`src/rtl/ws281x_pkg.sv`:
```
// Constants and state encoding shared by the WS281X receive and transmit ends.
package ws281x_pkg;

  localparam int PIXEL_W       = 24;
  localparam int T_THRESH_DEF  = 12;
  localparam int T_MAXHIGH_DEF = 40;
  localparam int T_LATCH_DEF   = 1000;
  localparam int CNT_W_DEF     = 11;

  typedef enum logic [1:0] {
    IDLE = 2'd0,
    WAIT = 2'd1,
    HIGH = 2'd2,
    LOW  = 2'd3
  } rx_state_t;

endpackage

```
`src/rtl/ws281x_sync.sv`:
```
// Two-flop synchronizer for the raw WS281X line, plus a history flop and
// registered single-cycle rise/fall strobes aligned with the delayed level.
module ws281x_sync (
  input  logic clk,
  input  logic rst_n,
  input  logic din,
  output logic level,
  output logic rise,
  output logic fall
);

  logic meta;
  logic sync;
  logic hist;

  always_ff @(posedge clk or negedge rst_n) begin
    if (!rst_n) begin
      meta <= 1'b0;
      sync <= 1'b0;
      hist <= 1'b0;
      rise <= 1'b0;
      fall <= 1'b0;
    end else begin
      meta <= din;
      sync <= meta;
      hist <= sync;
      rise <= sync & ~hist;
      fall <= ~sync & hist;
    end
  end

  // level is the line value in the same cycle the matching edge strobe is seen
  assign level = hist;

endmodule

```
`src/rtl/ws281x_rx.sv`:
```
// WS281X receiver: times each high pulse to recover bits, packs them MSB-first
// into pixel words, and reports latch gaps, over-long pulses and overruns.
module ws281x_rx
  import ws281x_pkg::*;
#(
  parameter int WIDTH     = PIXEL_W,
  parameter int T_THRESH  = T_THRESH_DEF,
  parameter int T_MAXHIGH = T_MAXHIGH_DEF,
  parameter int T_LATCH   = T_LATCH_DEF,
  parameter int CNT_W     = CNT_W_DEF
) (
  input  logic             Clock,
  input  logic             Reset_n,
  input  logic             Din,
  output logic [WIDTH-1:0] Q,
  output logic             Valid,
  input  logic             Ready,
  output logic [15:0]      PixelNum,
  output logic             Frame,
  output logic             Error,
  output logic             Overrun
);

  localparam int BIT_W = (WIDTH > 2) ? $clog2(WIDTH) : 1;

  localparam logic [CNT_W-1:0] CNT_ONE   = CNT_W'(1);
  localparam logic [CNT_W-1:0] THRESH    = CNT_W'(T_THRESH);
  localparam logic [CNT_W-1:0] MAXHIGH   = CNT_W'(T_MAXHIGH);
  localparam logic [CNT_W-1:0] LATCH     = CNT_W'(T_LATCH);
  localparam logic [CNT_W-1:0] LATCH_M1  = CNT_W'(T_LATCH - 1);
  localparam logic [BIT_W-1:0] LAST_BIT  = BIT_W'(WIDTH - 1);

  logic             level;
  logic             rise;
  logic             fall;

  rx_state_t        state;
  logic [CNT_W-1:0] cnt;
  logic [BIT_W-1:0] bitcnt;
  logic [15:0]      word_idx;
  logic [WIDTH-1:0] shreg;

  logic             bit_val;
  logic [WIDTH-1:0] shifted;
  logic             can_load;

  function automatic logic [CNT_W-1:0] sat_inc(input logic [CNT_W-1:0] v);
    return (&v) ? v : v + CNT_ONE;
  endfunction

  ws281x_sync u_sync (
    .clk   (Clock),
    .rst_n (Reset_n),
    .din   (Din),
    .level (level),
    .rise  (rise),
    .fall  (fall)
  );

  assign bit_val  = (cnt >= THRESH);
  assign shifted  = {shreg[WIDTH-2:0], bit_val};
  assign can_load = ~Valid | Ready;

  always_ff @(posedge Clock or negedge Reset_n) begin
    if (!Reset_n) begin
      state    <= IDLE;
      cnt      <= '0;
      bitcnt   <= '0;
      word_idx <= '0;
      shreg    <= '0;
      Q        <= '0;
      Valid    <= 1'b0;
      PixelNum <= '0;
      Frame    <= 1'b0;
      Error    <= 1'b0;
      Overrun  <= 1'b0;
    end else begin
      Frame   <= 1'b0;
      Error   <= 1'b0;
      Overrun <= 1'b0;

      // a word load later in this block overrides the consume
      if (Valid && Ready) begin
        Valid <= 1'b0;
      end

      case (state)
        IDLE: begin
          if (level) begin
            cnt <= '0;
          end else if (cnt == LATCH_M1) begin
            state    <= WAIT;
            cnt      <= LATCH;
            bitcnt   <= '0;
            word_idx <= '0;
          end else begin
            cnt <= sat_inc(cnt);
          end
        end

        WAIT: begin
          if (rise) begin
            state <= HIGH;
            cnt   <= CNT_ONE;
          end else begin
            if (cnt == LATCH_M1) begin
              Frame    <= 1'b1;
              bitcnt   <= '0;
              word_idx <= '0;
            end
            cnt <= sat_inc(cnt);
          end
        end

        HIGH: begin
          if (cnt > MAXHIGH) begin
            Error  <= 1'b1;
            bitcnt <= '0;
            state  <= IDLE;
            cnt    <= '0;
          end else if (fall) begin
            shreg <= shifted;
            state <= LOW;
            cnt   <= CNT_ONE;
            if (bitcnt == LAST_BIT) begin
              bitcnt   <= '0;
              word_idx <= word_idx + 16'd1;
              if (can_load) begin
                Q        <= shifted;
                Valid    <= 1'b1;
                PixelNum <= word_idx;
              end else begin
                Overrun <= 1'b1;
              end
            end else begin
              bitcnt <= bitcnt + BIT_W'(1);
            end
          end else begin
            cnt <= sat_inc(cnt);
          end
        end

        LOW: begin
          if (rise) begin
            state <= HIGH;
            cnt   <= CNT_ONE;
          end else if (cnt == LATCH_M1) begin
            Frame    <= 1'b1;
            bitcnt   <= '0;
            word_idx <= '0;
            state    <= WAIT;
            cnt      <= LATCH;
          end else begin
            cnt <= sat_inc(cnt);
          end
        end

        default: begin
          state <= IDLE;
          cnt   <= '0;
        end
      endcase
    end
  end

endmodule

```
`config.mk`:
```
export PLATFORM = sky130hd
export DESIGN_NAME = ws281x_rx
export DESIGN_NICKNAME = d
export VERILOG_FILES = /design/src/rtl/ws281x_pkg.sv /design/src/rtl/ws281x_sync.sv /design/src/rtl/ws281x_rx.sv
export SDC_FILE = /design/constraint.sdc
export NUM_CORES = 1
export LEC_CHECK = 0
export BUFFER_PORTS_ARGS = -buffer_cell sky130_fd_sc_hd__buf_2
export CAP_MARGIN = 20
export CORE_MARGIN = 5
export CORE_UTILIZATION = 35
export DETAILED_ROUTE_END_ITERATION = 7
export PLACE_DENSITY = 0.65
export RECOVER_POWER = 50
export SYNTH_ARGS = -nofsm -noshare
export SYNTH_HDL_FRONTEND = slang
export SYNTH_SLANG_ARGS = --single-unit
```
`constraint.sdc`:
```
create_clock -name Clock -period 2.2 [get_ports Clock]
set_input_delay 0.11 -clock Clock [delete_from_list [all_inputs] [get_ports Clock]]
set_output_delay 0.11 -clock Clock [all_outputs]
set_load 0.005 [all_outputs]
```
**Word level (Yosys, flattened, before mapping)**

Index checks and enable logic that the tools add are counted.

- Flip-flop bits (word level): 106
- Bits of input ports: 4
- Output and inout port bits: 44
- Word-level logic and storage cells: 94

- Add/sub/neg operators: 3
- $lt $le $gt $ge: 2
- Equality and inequality tests: 12
- Muxes and demuxes: 45
- Bitwise logic cells: 7
- Reductions and logical operators: 9

Operators with widths:

| kind | number |
|---|---|
| two-way mux 16 bit | 6 |
| two-way mux 11 bit | 7 |
| one-hot mux 16 bit (3 select lines) | 1 |
| one-hot mux 11 bit (4 select lines) | 1 |
| two-way mux 5 bit | 6 |
| adder 16 x 1 -> 16 bit, second input constant | 1 |
| two-way mux 1 bit | 16 |
| one-hot mux 5 bit (3 select lines) | 1 |
| two-way mux 2 bit | 6 |
| adder 11 x 1 -> 11 bit, second input constant | 1 |
| == test 11 x 10 -> 1 bit, second input constant | 1 |
| >= comparator 11 x 4 -> 1 bit, second input constant | 1 |
| > comparator 11 x 6 -> 1 bit, second input constant | 1 |
| AND reduction 11 bit | 1 |
| AND reduction 5 bit | 2 |
| AND reduction 3 bit | 3 |
| != test 2 bit, second input constant | 4 |
| one-hot mux 2 bit (4 select lines) | 1 |
| adder 5 x 1 -> 5 bit, second input constant | 1 |
| == test 5 bit, second input constant | 1 |
| == test 2 bit, second input constant | 2 |
| != test 2 x 1 -> 1 bit, second input constant | 2 |
| inverter 1 bit | 4 |
| != test 3 x 2 -> 1 bit, second input constant | 1 |
| other kinds (6) | 7 |

**Logic depth before layout (Yosys ltp)**

Gate-level depths: netlist of run 1.

- Word-level depth: 7
- Mapped depth: 8
- Depth with buffers taken out: 6

**By module**

Synthesis of run 1 repeated with hierarchy kept, for this count alone.

- Cell total of the unflattened synthesis: 398
- Area, all modules: 4,810.9 um^2

By module, submodules not included:

| module | times used | cells an instance | area an instance (um^2) | seq. area each (um^2) |
|---|---|---|---|---|
| ws281x_rx | 1 | 391 | 4,670.7 | 2,527.4 |
| ws281x_sync | 1 | 7 | 140.1 | 125.1 |

**Worst setup path after synthesis of run 1**

No wires, ideal clock.

- Path type: flip-flop to flip-flop
- Start point: reg cnt[2]
- End point: reg PixelNum[15]
- Library setup time: 0.125 ns
- Arrival time: 2.025 ns
- Setup slack: 0.050 ns
- Cell stages (with the launch flop): 7
- Period minus slack after synthesis: 2.150 ns
- Path through: dfrtp_1 > nor4_1 > o211a_2 > nand3_2 > nor3b_2 > buf_4 > mux2_2

- Cells in the longest elaborated chain, start to end: 3

RTL lines:

| what | RTL line | source |
|---|---|---|
| from (decl) | ws281x_rx.sv:38 | `logic [CNT_W-1:0] cnt;` |
| from (signal assigned) | ws281x_rx.sv:97 | `cnt <= sat_inc(cnt);` |
| from (signal assigned) | ws281x_rx.sv:111 | `cnt <= sat_inc(cnt);` |
| from (signal assigned) | ws281x_rx.sv:139 | `cnt <= sat_inc(cnt);` |
| > comparator 11 x 6 -> 1 bit | ws281x_rx.sv:116 | `if (cnt > MAXHIGH) begin` |
| inverter 1 bit (no line) | - |  |
| AND reduction 5 bit (no line) | - |  |
| to (signal assigned) | ws281x_rx.sv:131 | `PixelNum <= word_idx;` |
| to (decl) | ws281x_rx.sv:18 | `output logic [15:0] PixelNum,` |

No other way between the ends.
A chain may end at the register's enable or synchronous reset.

**Worst setup path after layout of run 1**

- Start point: reg cnt[4]
- End point: reg word_idx[12]

- Cells in the longest elaborated chain, start to end: 4

RTL lines:

| what | RTL line | source |
|---|---|---|
| branches (longest 4 deep; another with > comparator 11 x 6 -> 1 bit) | - |  |
| to (signal assigned) | ws281x_rx.sv:127 | `word_idx <= word_idx + 16'd1;` |
| to (decl) | ws281x_rx.sv:40 | `logic [15:0] word_idx;` |

Parallel ways; which one is timed is not known. The select of a mux whose other input is x is not followed.

==> impl_results.rst, run 1 <==
.. list-table::
   :header-rows: 1

   * - Metric
     - Value
   * - Status
     - finished, violations left
   * - Violations in the final reports
     - setup timing
   * - Total track usage
     - approximately 12%
   * - Data required time of the critical path
     - 2.42 ns
   * - Commonest non-fill, non-tap cells in the layout
     - dfrtp_1, mux2_2, mux2_1, buf_4, clkbuf_1
   * - Deepest level of the CTS H-tree
     - 3
   * - Maximum clock insertion buffer count
     - 2
   * - Clock period minus final worst setup slack
     - 2.21 ns
   * - Die area
     - between 0.015 and 0.02 mm²
   * - Worst vdd rail ir drop
     - 0.000370 V
   * - Total CTS buffers
     - 9
   * - Die X-Extent
     - 125 µm
   * - Yosys warning total
     - 0
   * - Worst Setup SP
     - cnt[4]$_DFF_PN0_
   * - Worst min path class
     - input pin to flip-flop
   * - Post-synth ARST share
     - 100%
   * - Category of the critical setup timing path
     - flip-flop to flip-flop
   * - Headroom to the max-slew limit
     - 29.7%
   * - Crit path max fanout
     - 7
   * - Via count of the first global-routing pass
     - about 3,200
   * - P&R area growth vs syn
     - 26.2%
   * - Number of DRC violations after detailed routing
     - 0
   * - Routed length per instance
     - 15.4 µm
   * - Synthesized net count
     - approximately 380
   * - Clock transition at the registers of the reported paths
     - roughly 0.070 ns
   * - Vias per inst
     - 5.12
   * - Smallest setup slack after layout
     - -0.00822 ns
   * - Buffer type at the clock tree root
     - clkbuf_16
   * - Fill cell total of the finished layout
     - 1,239
   * - Transition at the pin with the smallest max-transition slack
     - 1.05 ns
   * - Clock sink total
     - roughly 110
   * - ANT nets after route
     - 0
   * - Clock tree skew after final layout
     - 0.00903 ns
   * - CORE AREA
     - 0.0131 mm²
   * - Remaining global-route overflow
     - 0
   * - Drt first-iter violations
     - 180
   * - Total power per unit cell area
     - about 650 mW/mm²
   * - Max-capacitance violation count
     - 0
   * - Flip-flop cell with the highest count after synthesis
     - dfrtp_1
   * - Number of enable-type register cells in the synthesized netlist
     - 0
   * - Total wirelength of the detailed-routed design
     - 9820 µm
   * - Setup-failing EPs final
     - 1
   * - Number of slew-limit violations in the final report
     - 0
   * - Sum of negative setup slack
     - -0.00822 ns
   * - Syn Inst Count
     - about 380
   * - Commonest non-fill, non-tap cell in the layout
     - dfrtp_1
   * - Number of top-level design ports
     - 48
   * - First-pass GRT wire length
     - 16,200 µm
   * - Worst setup path endpoint
     - word_idx[12]$_DFFE_PN0P_
   * - Number of synthesized register bits
     - 106
   * - Slowest library cell on the worst path
     - or4b_4
   * - Starting utilization of the core area
     - 35.3%
   * - Estimated wirelength of the detail-placed design
     - 6380 µm
   * - Placer congestion estimate
     - ~0.84
   * - Drt pass-1 iters
     - 6
   * - Placed Area
     - between 0.005 and 0.006 mm²
   * - Post-layout power
     - between 3 and 4 mW
   * - Maximum number of pins on one net before global-route repair
     - 46
   * - Proportion of layout cells with a drive suffix above 1
     - 30.0%
   * - Routed via count
     - 3,274
   * - Crit. End Element
     - flip-flop
   * - Area of the mapped netlist
     - 0.00463 mm²
   * - Crit path DAT
     - 2.43 ns
   * - Final period utilization
     - 100%
   * - Later-pin clock latency in the skew report
     - 0.35 ns
   * - Seq/Total Area, Yosys
     - 57.2%
   * - Final net count
     - between 400 and 500
   * - Highest achievable clock rate
     - approximately 450 MHz
   * - Pleak
     - around 2.7 nW
   * - Count of buffers inserted at the top-level ports
     - 47
   * - Pre-CTS worst setup slack
     - -0.0597 ns
   * - Die Y
     - 125 µm
   * - R2R Setup Slk
     - -0.008 ns
   * - Antenna violations before repair
     - 0
   * - List of cells traversed by the critical path
     - or4b_4 > nor4_4 > buf_6 > o21ai_4 > buf_2 > o41ai_2 > a21oi_1
   * - Most area-hungry cell type in the Yosys netlist
     - dfrtp_1
   * - Design area
     - between 0.005 and 0.006 mm²
   * - Top cells by area, synth
     - dfrtp_1, mux2_1, mux2_2, a21oi_1, nand3_1
   * - Delay of the slowest critical-path stage
     - 0.57 ns
   * - Final number of hold-violating endpoints
     - 0
   * - Startpoint type of the worst setup path
     - flip-flop
   * - Setup repair after global routing missed its margin
     - true
   * - Startpoint of the most critical register-to-register path
     - cnt[4]$_DFF_PN0_
   * - TritonCTS clock tree
     - done
   * - End of the worst register-to-register path
     - word_idx[12]$_DFFE_PN0P_
   * - Register-to-Register Path Depth
     - 7
   * - Fraction of synthesized cell area taken by the top area cell type
     - 57.2%
   * - Number of core rows
     - 42
   * - Distinct cells, synth
     - 47
   * - Antenna diode instance count
     - 0
   * - Mean cell area of the mapped netlist
     - 12.3 µm²
-- worst min path at each step --
| stage | from | endpoint | slack (ns) | depth (start not counted) |
|---|---|---|---|---|
| 3_5_place_dp | Reset_n | Q[6]$_DFFE_PN0P_ | 0.14 | 1 |
| 4_1_cts | Ready | Overrun$_DFF_PN0_ | 0.1 | 3 |
| 2_1_floorplan | Reset_n | Error$_DFF_PN0_ | -0.19 | 0 |
| 5_1_grt | Ready | Overrun$_DFF_PN0_ | 0.11 | 3 |
| 3_3_place_gp | Reset_n | shreg[5]$_DFFE_PN0P_ | 0.13 | 1 |
| 6_report | Ready | Overrun$_DFF_PN0_ | 0.1 | 3 |
-- routing by layer --
metal  track usage (%)  part of all wire [%]  routed length (µm)
met5                 0                     0                   0
met4              3.64                   1.5                 146
met3              3.58                   3.3                 327
met2              20.3                    49                4850
met1              16.3                    46                4490
-- layout make-up --
type / count / area, µm² / area share [%]
clock buffers: 10 / 229 / 3.92
clock inverters: 5 / 86.3 / 1.48
inverters: 11 / 41.3 / 0.706
multi-input cells: 244 / 2040 / 34.8
flip-flops and latches: 106 / 2650 / 45.4
well taps: 176 / 220 / 3.77
repair buffers: 87 / 582 / 9.95
-- power breakdown --
| part | switching [mW] | leakage (nW) | internal [mW] |
|---|---|---|---|
| Clock | 0.705 | 0.154 | 1.00 |
| Sequential | 0.00972 | 1.47 | 1.96 |
| Combinational | 0.0657 | 1.12 | 0.0340 |
-- critical path, delay by kind of cell, from the launching register on --
kind,cells,cell delay [ns]
flip-flops,1,0.43
AND/OR/NAND/NOR,2,0.76
AO/OA/AOI/OAI,3,0.52
buffers and inverters,2,0.39
-- kinds of logic after synthesis --
logic type | after synthesis | synth area share, %
XOR/XNOR | 7 | 1.32
flip-flops | 106 | 57.2
buffers and inverters | 28 | 2.81
AO/OA/AOI/OAI | 64 | 8.86
adder cells (fa/ha/maj) | 4 | 1.08
multiplexers | 65 | 15.7
AND/OR/NAND/NOR | 102 | 13.0
-- state kept, by name, indices dropped and copies added, names as in the netlist, 2 cells and up --
name / flops
word_idx: 16
Q: 24
shreg: 23
bitcnt: 5
cnt: 11
state: 2
PixelNum: 16
-- cell usage after synthesis, types with 2 or more instances --
master    number
dfrtp_1      106
mux2_1        32
mux2_2        31
a21oi_1       23
nand3_1       18
nor2_1        17
nand2_1       15
o21ai_0       13
o31ai_1       12
inv_1         11
clkbuf_1      10
or4_1         10
nor3_1         7
o41ai_1        6
nand4_1        5
or4b_1         5
and3_1         4
buf_4          4
ha_1           4
nor2b_1        4
xnor2_1        4
nand2b_1       3
xor2_1         3
and2_1         2
buf_2          2
mux2i_1        2
nor4_1         2
or3_1          2
-- repair_timing --
item / 4_1_cts / 5_1_grt
hold buffers: 2 / 0
setup endpoints to repair: 50 / 57
endpoints found under the hold margin: 43 / 0
gates resized for setup: 6 / 33
gates cloned: 1 / 2
pin swaps: 3 / 11
buffers inserted: 2 / 6
-- metrics by stage --
stage	hold WS, ns	std cells	util, %
2_1_floorplan	-0.186	376	-
3_3_place_gp	0.133	610	40.0
3_5_place_dp	0.143	611	40.1
4_1_cts	0.0985	631	43.0
5_1_grt	0.113	639	44.5
6_report	0.0984	639	44.5
(Power assumes the default switching activity.)
==> run 2, diff against run 1 <==
- ABC_AREA: default -> 1
- PLACE_DENSITY: 0.65 -> 0.63
- clock period: 2.2 -> 2.85 ns (I/O delays scaled with it)
==> run 2 against run 1 <==
- critical endpoint is now Q[1]$_DFFE_PN0P_
- via count grew 20%
- die area grew 7.8%
- register-to-register slack gained 0.65 ns
- cell count grew 29%
- highest routed layer unchanged
- global-route usage grew 0.52 points
- sequential power shrank 23%
- routed wire length grew 5.4%
- critical path depth is the same
- utilization shrank 4.1 points
- worst setup slack gained 0.65 ns
- sequential cell count is the same
- the run now ends clean
- hold slack gained 0.15 ns
==> impl_results.rst, run 2 <==
.. list-table::
   :header-rows: 1

   * - Metric
     - Value
   * - R2R Setup Slk
     - ~0.64 ns
   * - Most area-hungry cell type in the Yosys netlist
     - dfrtp_1
   * - Via count of the first global-routing pass
     - 3,835
   * - Combined area of the multi-input logic cells
     - between 0.002 and 0.0025 mm²
   * - ANT nets after route
     - 0
   * - Total track usage
     - 13.0%
   * - Max FFs per register
     - 24
   * - Delay of the slowest critical-path stage
     - 0.53 ns
   * - Number of synthesized register bits
     - 106
   * - Headroom to the max-slew limit
     - 6.11%
   * - Most common cell in the synthesized netlist
     - nand2_1
   * - Later-pin clock latency in the skew report
     - 0.36 ns
   * - Number of slew-limit violations in the final report
     - 0
   * - Drt pass-1 iters
     - 5
   * - Maximum clock insertion buffer count
     - 2
   * - Worst vdd rail ir drop
     - between 0.0002 and 0.0003 V
   * - Antenna violations before repair
     - 0
   * - Synthesized net count
     - 604
   * - Status
     - completed
   * - Final number of hold-violating endpoints
     - 0
   * - Clock period minus final worst setup slack
     - 2.21 ns
   * - Placer congestion estimate
     - 0.920
   * - Total power per unit cell area
     - approximately 500 mW/mm²
   * - Top cells by instance count after synthesis
     - nand2_1, dfrtp_1, inv_1, nor2_1, nand3_1
   * - Post-layout power
     - 2.78 mW
   * - Register-to-Register Path Depth
     - 7
   * - Highest achievable clock rate
     - 453 MHz
   * - Area used by sequential logic in the layout
     - 0.00265 mm²
   * - Worst min path class
     - input pin to flip-flop
   * - CTS Hold Bufs
     - 2
   * - Fraction of synthesized cell area taken by the top area cell type
     - 52.8%
   * - Crit path DAT
     - 2.43 ns
   * - Area of the mapped netlist
     - 0.00503 mm²
   * - List of cells traversed by the critical path
     - nor2_2 > buf_4 > nand3_4 > nor2_8 > nand3_4 > nand2_1 > o21ai_1
   * - Die area
     - 0.0169 mm²
   * - CORE AREA
     - 0.0140 mm²
   * - Fill cell total of the finished layout
     - 1,424
   * - Maximum number of pins on one net before global-route repair
     - 57
   * - Top cells by area, synth
     - dfrtp_1, nand2_1, nand3_1, inv_1, nor2_1
   * - Category of the critical setup timing path
     - flip-flop to flip-flop
   * - Total wirelength of the detailed-routed design
     - 10,400 µm
   * - Clock transition at the registers of the reported paths
     - 0.07 ns
   * - Total CTS buffers
     - 9
   * - Syn Inst Count
     - ~600
   * - Startpoint of the most critical register-to-register path
     - state[0]$_DFFE_PN0P_
   * - Pleak
     - between 2 and 3 nW
   * - Final period utilization
     - 77.4%
   * - Transition at the pin with the smallest max-transition slack
     - 1.41 ns
   * - Remaining global-route overflow
     - 0
   * - Max-capacitance violation count
     - 0
   * - Yosys warning total
     - 0
   * - End of the worst register-to-register path
     - Q[1]$_DFFE_PN0P_
   * - CP delay by family, top
     - simple AND/OR/NAND/NOR gates
   * - Antenna diode instance count
     - 0
   * - Startpoint type of the worst setup path
     - flip-flop
   * - Commonest non-fill, non-tap cell in the layout
     - nand2_1
   * - Crit path max fanout
     - between 50 and 60
   * - Flip-flop cell with the highest count after synthesis
     - dfrtp_1
   * - Routed length per instance
     - 12.5 µm
   * - Distinct cells, synth
     - 31
   * - Number of cells on the worst hold path
     - 4
   * - First-pass GRT wire length
     - 17,800 µm
   * - Hold Startpoint
     - Ready
   * - Clock tree skew after final layout
     - 0.0113 ns
   * - Die X-Extent
     - 130 µm
   * - P&R area growth vs syn
     - 12.6%
   * - Setup-failing EPs final
     - 0
   * - Deepest level of the CTS H-tree
     - 3
   * - Commonest non-fill, non-tap cells in the layout
     - nand2_1, dfrtp_1, inv_1, nor2_1, nand3_1
   * - TritonCTS clock tree
     - done
   * - Setup repair after global routing missed its margin
     - false
   * - Buf+Inv Stages, Crit Path
     - 1
   * - Slowest library cell on the worst path
     - nand3_4
   * - Number of DRC violations after detailed routing
     - 0
   * - Destination of the worst hold path
     - Valid$_DFF_PN0_
   * - Vias per inst
     - ~4.8
   * - Most used cell, CP
     - nand3_4
   * - Number of core rows
     - between 40 and 50
   * - Clock sink total
     - 106
   * - Estimated wirelength of the detail-placed design
     - 7330 µm
   * - Register with the most flip-flops
     - Q
   * - Sum of negative setup slack
     - 0 ns
   * - Buffer type at the clock tree root
     - clkbuf_16
   * - Number of top-level design ports
     - 48
   * - Seq/Total Area, Yosys
     - between 50% and 60%
   * - Proportion of layout cells with a drive suffix above 1
     - 12.4%
   * - Number of resized instances in the post-cts repair step
     - 0
   * - Post-synth ARST share
     - 100%
   * - Count of buffers inserted at the top-level ports
     - 47
   * - Routed via count
     - 3,929
   * - Mean cell area of the mapped netlist
     - 8.43 µm²
   * - Starting utilization of the core area
     - between 30 and 40%
   * - Number of enable-type register cells in the synthesized netlist
     - 0
   * - Data required time of the critical path
     - 3.08 ns
   * - Top flop regs
     - Q: 24 flops, shreg: 23 flops
   * - Die Y
     - 130 µm
   * - Final net count
     - 650
   * - Drt first-iter violations
     - 347
   * - Crit. End Element
     - flip-flop
   * - Post-CTS repair timing setup buffer count
     - 0
==> run 2: cell types whose count changed after synthesis, moves of 12 or more <==
cell / change
nand2_1: +225
mux2_1: -32
inv_1: +31
mux2_2: -31
nor2_1: +24
o21ai_2: +15
a21oi_1: -14
nand3_1: +14
o21ai_1: +13
o31ai_1: -12
==> run 2: kinds of logic after synthesis <==
group	Yosys count	synth area share [%]
AOI/OAI and AO/OA	58	7.34
xor gates and xnor gates	9	1.57
adders and majority gates	4	0.996
buffers and inverters	64	6.05
DFF	106	52.8
and+or+nand+nor	355	31.3
==> run 2: worst max-delay path by stage <==
stage | from | endpoint | cells past startpoint
after floorplan | bitcnt[0]$_DFFE_PN0P_ | word_idx[2]$_DFFE_PN0P_ | 9
after global placement | cnt[9]$_DFF_PN0_ | PixelNum[10]$_DFFE_PN0P_ | 8
after detailed placement | state[0]$_DFFE_PN0P_ | Q[22]$_DFFE_PN0P_ | 7
after CTS | cnt[9]$_DFF_PN0_ | Q[22]$_DFFE_PN0P_ | 8
after global routing | cnt[9]$_DFF_PN0_ | PixelNum[0]$_DFFE_PN0P_ | 8
final | state[0]$_DFFE_PN0P_ | Q[1]$_DFFE_PN0P_ | 7
==> run 2: through the flow <==
step	setup slack (ns)	area (µm²)	hold slack (ns)	std cells	utilization [%]
finish	0.643	5660	0.251	827	40.4
global route	0.392	5660	0.298	827	40.4
CTS	0.600	5700	0.248	827	40.7
detailed placement	0.626	5390	0.251	809	38.5
global placement	0.699	5390	0.237	809	38.5
floorplan	1.19	5030	-0.153	596	-
==> run 2: area by class of cell <==
type	count	area share, %
clock buffer	11	4.29
clock inverter	5	0.774
inverter	46	3.10
multi-input combinational	426	36.5
sequential	106	46.9
tap	180	3.98
timing repair buffer	53	4.44
==> run 2: routing by layer <==
metal  global-route usage [%]  part of all wire (%)  vias up
met2                     21.1                    47       73
met5                        0                     0        -
met4                     5.01                   1.6        0
met1                     16.6                    46     1867
met3                     3.48                   4.7       11
li1                         -                     -     1978
==> run 2: where the power goes <==
group,internal (mW),total (mW),switching [mW]
clock network,0.630,1.20,0.574
registers,1.51,1.52,0.00636
logic,0.0126,0.0588,0.0461
total,2.15,2.78,0.626
==> run 2: worst register-to-register path: stages (launching register included) <==
cell and delay [ns]:
dfrtp_1 0.43, nor2_2 0.15, buf_4 0.22, nand3_4 0.13, nor2_8 0.33, nand3_4 0.53
nand2_1 0.21, o21ai_1 0.08
==> run 3, diff against run 2 <==
- PLACE_DENSITY: 0.63 -> 0.65
- clock period: 2.85 -> 1.8 ns (I/O delays scaled with it)
==> run 3 against run 2 <==
- sequential cell count is the same
- worst setup slack got worse by 0.61 ns
- cell count rose by 3.4%
- global-route usage up 0.97 points
- first-iteration DRC count up 5.2%
- hold slack got worse by 0.089 ns
- die area stayed put
- largest power group unchanged
- highest routed layer unchanged
==> impl_results.rst, run 3 (same netlist as run 2, synthesis figures left out) <==
.. list-table::
   :header-rows: 1

   * - Metric
     - Value
   * - Pre-CTS worst setup slack
     - -0.000490 ns
   * - Later-pin clock latency in the skew report
     - 0.36 ns
   * - Estimated wirelength of the detail-placed design
     - a little under 8000 µm
   * - Worst Setup SP
     - bitcnt[0]$_DFFE_PN0P_
   * - Crit. End Element
     - flip-flop
   * - Category of the critical setup timing path
     - flip-flop to flip-flop
   * - Via count of the first global-routing pass
     - 3,981
   * - Worst min path class
     - input pin to flip-flop
   * - Worst vdd rail ir drop
     - 0.000459 V
   * - Clock period minus final worst setup slack
     - 1.77 ns
   * - CORE AREA
     - ~0.014 mm²
   * - Transition at the pin with the smallest max-transition slack
     - 1.05 ns
   * - Deepest level of the CTS H-tree
     - 3
   * - Placed cells
     - approximately 800
   * - Headroom to the max-slew limit
     - about 30%
   * - Number of top-level design ports
     - 48
   * - Clock transition at the registers of the reported paths
     - 0.07 ns
   * - Die Y
     - 130 µm
   * - Design area
     - roughly 0.006 mm²
   * - Crit path max fanout
     - 8
   * - Worst hold margin
     - 0.162 ns
   * - Total power per unit cell area
     - between 700 and 800 mW/mm²
   * - Crit path DAT
     - just over 2 ns
   * - Number of slew-limit violations in the final report
     - 0
   * - Die area
     - 0.0169 mm²
   * - Final period utilization
     - 98.2%
   * - Routed via count
     - 4,115
   * - Antenna violations before repair
     - 0
   * - Number of DRC violations after detailed routing
     - 0
   * - Core utilization of the finished layout
     - 43.1%
   * - Post-layout power
     - 4.57 mW
   * - Data required time of the critical path
     - 2.05 ns
   * - Startpoint type of the worst setup path
     - flip-flop
   * - GR Util met3
     - 3.07%
   * - Register with the most flip-flops
     - Q
   * - Drt first-iter violations
     - 365
   * - Commonest non-fill, non-tap cell in the layout
     - nand2_1
   * - Hold Startpoint
     - Ready
   * - Starting utilization of the core area
     - 35.9%
   * - Global route hottest layer
     - met2
   * - Non-filler cells in the finished layout
     - 855
   * - Die X-Extent
     - 130 µm
   * - Commonest non-fill, non-tap cells in the layout
     - nand2_1, dfrtp_1, inv_1, nor2_1, nand3_1
   * - Vias per inst
     - 4.81
   * - Routed length per instance
     - 13.3 µm
   * - Pleak
     - between 3 and 4 nW
   * - P&R area growth vs syn
     - 19.9%
   * - Proportion of layout cells with a drive suffix above 1
     - between 10% and 20%
   * - ANT nets after route
     - 0
   * - Final number of hold-violating endpoints
     - 0
   * - Placer congestion estimate
     - 0.834
   * - Max FFs per register
     - 24
   * - Fill cell total of the finished layout
     - 1,398
   * - Sum of negative setup slack
     - 0 ns
   * - Final net count
     - 678
   * - Total track usage
     - 14.0%
   * - Top flop regs
     - Q: 24 flops, shreg: 23 flops
   * - Antenna diode instance count
     - 0
   * - Clock sink total
     - 106
   * - Count of buffers inserted at the top-level ports
     - 47
   * - First-pass GRT wire length
     - roughly 19,000 µm
   * - Highest achievable clock rate
     - 566 MHz
   * - Drt pass-1 iters
     - 5
   * - Maximum number of pins on one net before global-route repair
     - 42
   * - Maximum clock insertion buffer count
     - 2
   * - Max-capacitance violation count
     - 0
   * - Total wirelength of the detailed-routed design
     - between 10,000 and 15,000 µm
   * - TritonCTS clock tree
     - done
   * - Placed Area
     - 0.00555 mm²
   * - Met1 Track Usage GR
     - a little under a fifth
   * - Number of core rows
     - 43
   * - Setup-failing EPs final
     - 0
   * - Total CTS buffers
     - 9
   * - Buffer type at the clock tree root
     - clkbuf_16
   * - Clock tree skew after final layout
     - approximately 0.015 ns
   * - Startpoint of the most critical register-to-register path
     - bitcnt[0]$_DFFE_PN0P_
   * - Grt met2 use
     - a little over a fifth
   * - R2R Setup Slk
     - 0.03 ns
   * - Remaining global-route overflow
     - 0
   * - Status
     - completed
   * - Smallest setup slack after layout
     - ~0.033 ns
run 3: cell count changes in the layout (fill, tap and decap cells not counted), moves of 2 or more:
cell       before  now
nand2_1       241  238
buf_4           3   24
buf_12          0    4
clkbuf_16       9   11
buf_1           0    2
nor2_1         41   39
clkinv_4        2    0
o21ai_0        18   16
buf_2          21   18
nand2_2         3    6
run 3: critical path, cell delays in order (launching register included):
cell	delay [ns]
dfrtp_1	0.42
ha_4	0.17
nand2_2	0.07
nor3_4	0.32
inv_4	0.07
o21bai_4	0.13
nand3_4	0.15
clkbuf_16	0.21
nand2_1	0.07
o21ai_2	0.05
run 3: what timing repair did:
action | CTS | global route
pin swaps | 0 | 8
resized for setup | 1 | 14
setup endpoints to repair | 1 | 52
hold buffers | 2 | 0
buffers inserted | 0 | 10
cloned | 0 | 3
endpoints found under the hold margin | 39 | 0
run 3: power by group:
part,switching [mW],internal (mW)
logic,0.0771,0.0282
registers,0.00912,2.39
clock network,0.934,1.13
total,1.02,3.55
run 3: final cells by class:
type                       count  area (µm²)  area share [%]
multi-input combinational    426        2110            35.1
timing repair buffer          81         547            9.07
tap                          180         225            3.74
inverter                      46         178            2.95
clock buffer                  10         239            3.97
clock inverter                 6        71.3            1.18
sequential                   106        2650            44.0
run 3: final timing paths:
kind	end	depth (start not counted)
setup / recovery	word_idx[8]$_DFFE_PN0P_	9
hold / removal	Overrun$_DFF_PN0_	4
setup reg to reg	word_idx[8]$_DFFE_PN0P_	9
hold reg to reg	u_sync.sync$_DFF_PN0_	0
max in group asynchronous	Q[6]$_DFFE_PN0P_	3
min in group asynchronous	u_sync.meta$_DFF_PN0_	2
run 3: per-layer routing:
metal  wire [µm]  vias to the layer above
met4         229                        0
met1        5230                     1990
li1            -                     2038
met5           0                        -
met3         512                       17
met2        5410                       70
